`src/rtl/divisor.sv`:
```
// Iterative 32-bit divider for RV32M DIV/DIVU/REM/REMU.
// Uses restoring shift-subtract on operand magnitudes, one quotient bit per cycle, and writes the result back to the register file.
module divisor (
  input  logic        clk,
  input  logic        rst_n,
  input  logic        start,
  input  logic [1:0]  op,
  input  logic [31:0] reg1,
  input  logic [31:0] reg2,
  input  logic [4:0]  rd_in,
  output logic        busy,
  output logic        done,
  output logic        wr_ena,
  output logic [4:0]  wr_reg,
  output logic [31:0] wr_data
);

  // state | meaning
  // IDLE  | waiting for start; last result held on wr_data/wr_reg
  // CALC  | 32 restoring iterations, one quotient bit per cycle
  // FIN   | sign-correct the result and register it for write-back
  typedef enum logic [1:0] {IDLE, CALC, FIN} state_t;

  state_t      state;
  logic        rem_op;
  logic [4:0]  rd_q;
  logic        neg_q;
  logic        neg_r;
  logic [31:0] quo;
  logic [31:0] rem;
  logic [31:0] dvs;
  logic [4:0]  cnt;

  logic        a_neg, b_neg;
  logic [31:0] a_mag, b_mag;
  logic        div_zero, ovf;
  logic [32:0] shifted, diff;
  logic        fits;
  logic [31:0] result;

  always_comb begin
    a_neg    = ~op[0] & reg1[31];
    b_neg    = ~op[0] & reg2[31];
    a_mag    = a_neg ? -reg1 : reg1;
    b_mag    = b_neg ? -reg2 : reg2;
    div_zero = (reg2 == 32'd0);
    ovf      = ~op[0] && (reg1 == 32'h8000_0000) && (reg2 == 32'hFFFF_FFFF);
    shifted  = {rem, quo[31]};
    diff     = shifted - {1'b0, dvs};
    fits     = ~diff[32];
    result   = rem_op ? (neg_r ? -rem : rem) : (neg_q ? -quo : quo);
  end

  assign busy = (state != IDLE);

  always_ff @(posedge clk or negedge rst_n) begin
    if (!rst_n) begin
      state   <= IDLE;
      rem_op  <= 1'b0;
      rd_q    <= 5'd0;
      neg_q   <= 1'b0;
      neg_r   <= 1'b0;
      quo     <= 32'd0;
      rem     <= 32'd0;
      dvs     <= 32'd0;
      cnt     <= 5'd0;
      done    <= 1'b0;
      wr_ena  <= 1'b0;
      wr_reg  <= 5'd0;
      wr_data <= 32'd0;
    end else begin
      done   <= 1'b0;
      wr_ena <= 1'b0;
      case (state)
        IDLE: begin
          if (start) begin
            rem_op <= op[1];
            rd_q   <= rd_in;
            if (div_zero || ovf) begin
              // special cases bypass the iteration with final values preloaded
              quo   <= div_zero ? 32'hFFFF_FFFF : 32'h8000_0000;
              rem   <= div_zero ? reg1 : 32'd0;
              neg_q <= 1'b0;
              neg_r <= 1'b0;
              state <= FIN;
            end else begin
              quo   <= a_mag;
              rem   <= 32'd0;
              dvs   <= b_mag;
              neg_q <= a_neg ^ b_neg;
              neg_r <= a_neg;
              cnt   <= 5'd31;
              state <= CALC;
            end
          end
        end
        CALC: begin
          rem <= fits ? diff[31:0] : shifted[31:0];
          quo <= {quo[30:0], fits};
          if (cnt == 5'd0) state <= FIN;
          else             cnt   <= cnt - 5'd1;
        end
        FIN: begin
          done    <= 1'b1;
          wr_ena  <= (rd_q != 5'd0);
          wr_reg  <= rd_q;
          wr_data <= result;
          state   <= IDLE;
        end
        default: state <= IDLE;
      endcase
    end
  end

endmodule

```
`config.mk`:
```
export PLATFORM = sky130hd
export DESIGN_NAME = divisor
export DESIGN_NICKNAME = d
export VERILOG_FILES = /design/src/rtl/divisor.sv
export SDC_FILE = /design/constraint.sdc
export NUM_CORES = 1
export LEC_CHECK = 0
export BUFFER_PORTS_ARGS = -buffer_cell sky130_fd_sc_hd__buf_2
export CAP_MARGIN = 20
export CORE_MARGIN = 10
export CORE_UTILIZATION = 30
export DETAILED_ROUTE_END_ITERATION = 8
export GPL_ROUTABILITY_DRIVEN = 0
export SLEW_MARGIN = 20
export SYNTH_ARGS = -nofsm -noshare
export SYNTH_HDL_FRONTEND = slang
export SYNTH_SLANG_ARGS = --single-unit
```
`constraint.sdc`:
```
create_clock -name clk -period 4.5 [get_ports clk]
set_input_delay 0 -clock clk [delete_from_list [all_inputs] [get_ports clk]]
set_output_delay 0 -clock clk [all_outputs]
set_load 0.01 [all_outputs]
```
==> results.yml <==
sta:
  fin_crit_ps: 3840
  finalSetupViolCount: 0
  timing.final.max_slew_violations: 0
  fin_tns_setup_ps: 0
  tightest_slew_ps: 980
  timing.hold.ws_ps: 24.8
  fmax_ghz: 0.260
  fin_worst_skew_ps: 11.0
  slew-limit-headroom: 0.347
  setup_slack_ps: 656
  hold_violations: 0
  rsz0062_at_grt: "false"
  fin_crit_sh: 0.854
worst_setup_path:
  end_kind: "flip-flop"
  crit_type: "reg -> reg"
  cp.arrival_ps: 4170
  crit_required_ps: 4820
  reg2reg_slack_ps: 660
  startpoint_type: "flip-flop"
  critPathMaxFanout: 56
worst_hold_path:
  hold_path.class: "in -> reg"
power_and_ir_drop:
  p_leak_nw: 5.75
  powerDensity_mw_per_mm2: 814
  ir_worst_vdd_v: 0.000517
detailed_routing:
  routed_wl_um: 34100
  first_pass_iters: 5
  drt_iter0_drc: 780
  viasPerCell: 5.18
  vias: 10600
  drc: 0
  postRouteAntennaNets: 0
  wl_per_cell_um: 16.7
logic_synthesis:
  syn_area_per_cell_um2: 7.87
  synth_cells: 1422
  ys_types: 64
  synth_async_sr_flop_share: 1.00
  yosys_most_used_dff: "dfrtp_1"
  yosys_warnings: 0
  syn_nets: 1536
  synth-seq-cells: 150
  synth_area_mm2: 0.0112
  synth-edff-count: 0
  synth-seq-area-share: 0.335
placed_design:
  hpwl_um: 26100
  post-place-ws_ps: 698
  port_buffers: 113
  dp_cells: 1938
clock_network:
  cts_tree: "done"
  post_cts_buffers: 0
  clock_latency_ps: 430
  numCtsBuffers: 17
  clkSinkCount: 150
  cts-resized-gates: 0
  postCtsHoldBufs: 66
  clkTransAtPathRegs_ps: 70
  root_buffer: "clkbuf_16"
  h-tree-depth: 4
  clk_path_buf_depth: 2
die:
  dieArea_mm2: 0.0455
  core_mm2: 0.0367
  num_io_pins: 114
  die_h_um: 213
  rows: 70
  fp.dieW_um: 213
  start_util: 0.305
grt:
  grt_pass1_vias: 9927
  grt_start_max_net_pins: 111
  antenna_found_initial: 0
  grt_pass1_wl_um: 54300
  grtUsageTotal: 0.149
  grt-ovfl-total: 0
flow_run:
  maxCapViolations: 0
final_layout:
  fin_util: 0.368
  nNetsFinal: 1669
  final_common_cell: "nand2_1"
  diodes: 0
  layout_common_cells: "179 x nand2_1, 148 x dfrtp_1, 146 x o21ai_0"
  final_cells: 2036
  drive_gt1_frac: 0.122
  fillers: 3800
  area_growth_pct: 20.7
status:
  status: "complete, no violations"
==> cell usage after synthesis, types with 6 or more instances <==
cell      count  area (um^2)
a211oi_1      8         60.1
a21o_1       15          113
a21oi_1     143          716
a221oi_1     16          140
a31oi_1      23          144
and2_1        7         43.8
and3_1       13         81.3
buf_2         9         45.0
clkbuf_1     64          240
dfrtp_1     150         3750
ha_1         39          488
inv_1        58          218
mux2i_1      11          110
nand2_1     179          672
nand2b_1     14         87.6
nand3_1      11         55.1
nand4_1      16          100
nor2_1      135          507
nor2b_1      10         62.6
nor3_1       44          220
nor4_1       10         62.6
o21a_1       10         75.1
o21ai_0     146          731
o21ai_1       6         30.0
o31ai_1      34          255
o41ai_1       9         78.8
or3_1        13         81.3
or4_1        10         75.1
or4_4         7         78.8
xnor2_1      76          666
xor2_1       69          604
==> kinds of logic after synthesis <==
| family | synth area share |
|---|---|
| and+or+nand+nor | 0.200 |
| AOI/OAI and AO/OA | 0.247 |
| DFF | 0.335 |
| xor gates and xnor gates | 0.113 |
| buffers and inverters | 0.0487 |
| adders and majority gates | 0.0454 |
| muxes | 0.00983 |
==> power breakdown <==
part	internal [mW]	total, mW	switching (mW)	leakage [nW]
combinational	2.79	6.44	3.65	3.63
sequential	2.05	2.98	0.933	1.80
clock	0.991	1.58	0.590	0.313
total	5.83	11.0	5.17	5.75
==> stage by stage <==
stage / instance area (um^2) / power [mW]
3_3_place_gp: 12200 / 9.20
3_5_place_dp: 12200 / 9.35
5_1_grt: 13500 / 12.0
6_report: 13500 / 11.0
4_1_cts: 13500 / 11.0
2_1_floorplan: 11200 / 7.62
==> critical path, cell delays in order, from the launching register on <==
cell,delay [ps]
dfrtp_1,340
inv_1,140
ha_1,270
fa_1,380
nor2b_1,230
o31ai_1,140
a311oi_1,460
o21ai_0,220
o21ai_1,170
buf_4,160
a31oi_1,130
a311oi_4,320
buf_12,280
mux2i_1,210
o21ai_0,100
o21a_1,130
==> routing by layer <==
layer,vias up,track usage,wire length (um)
met5,-,0,0
met4,0,0.0345,389
met3,24,0.0221,1620
met2,297,0.226,15000
met1,4920,0.216,17100
li1,5310,-,-
==> cell type report <==
class	instances	area, um^2	share of cell area
Inverter	58	218	0.0161
Tap cell	468	586	0.0433
Multi-Input combinational cell	1133	6940	0.513
Clock buffer	22	484	0.0358
Timing Repair Buffer	195	1370	0.101
Clock inverter	10	166	0.0123
Sequential cell	150	3760	0.278
==> final timing paths <==
| path | from | endpoint | depth (start not counted) |
|---|---|---|---|
| setup / recovery | quo[31] | rem[3] | 15 |
| hold / removal | reg1[25] | rem[25] | 5 |
| setup reg to reg | quo[31] | rem[3] | 15 |
| hold reg to reg | wr_reg[0] | wr_reg[0] | 2 |
| max in group asynchronous | rst_n | wr_data[30] | 3 |
| min in group asynchronous | rst_n | quo[11] | 2 |
(Power assumes the default switching activity.)
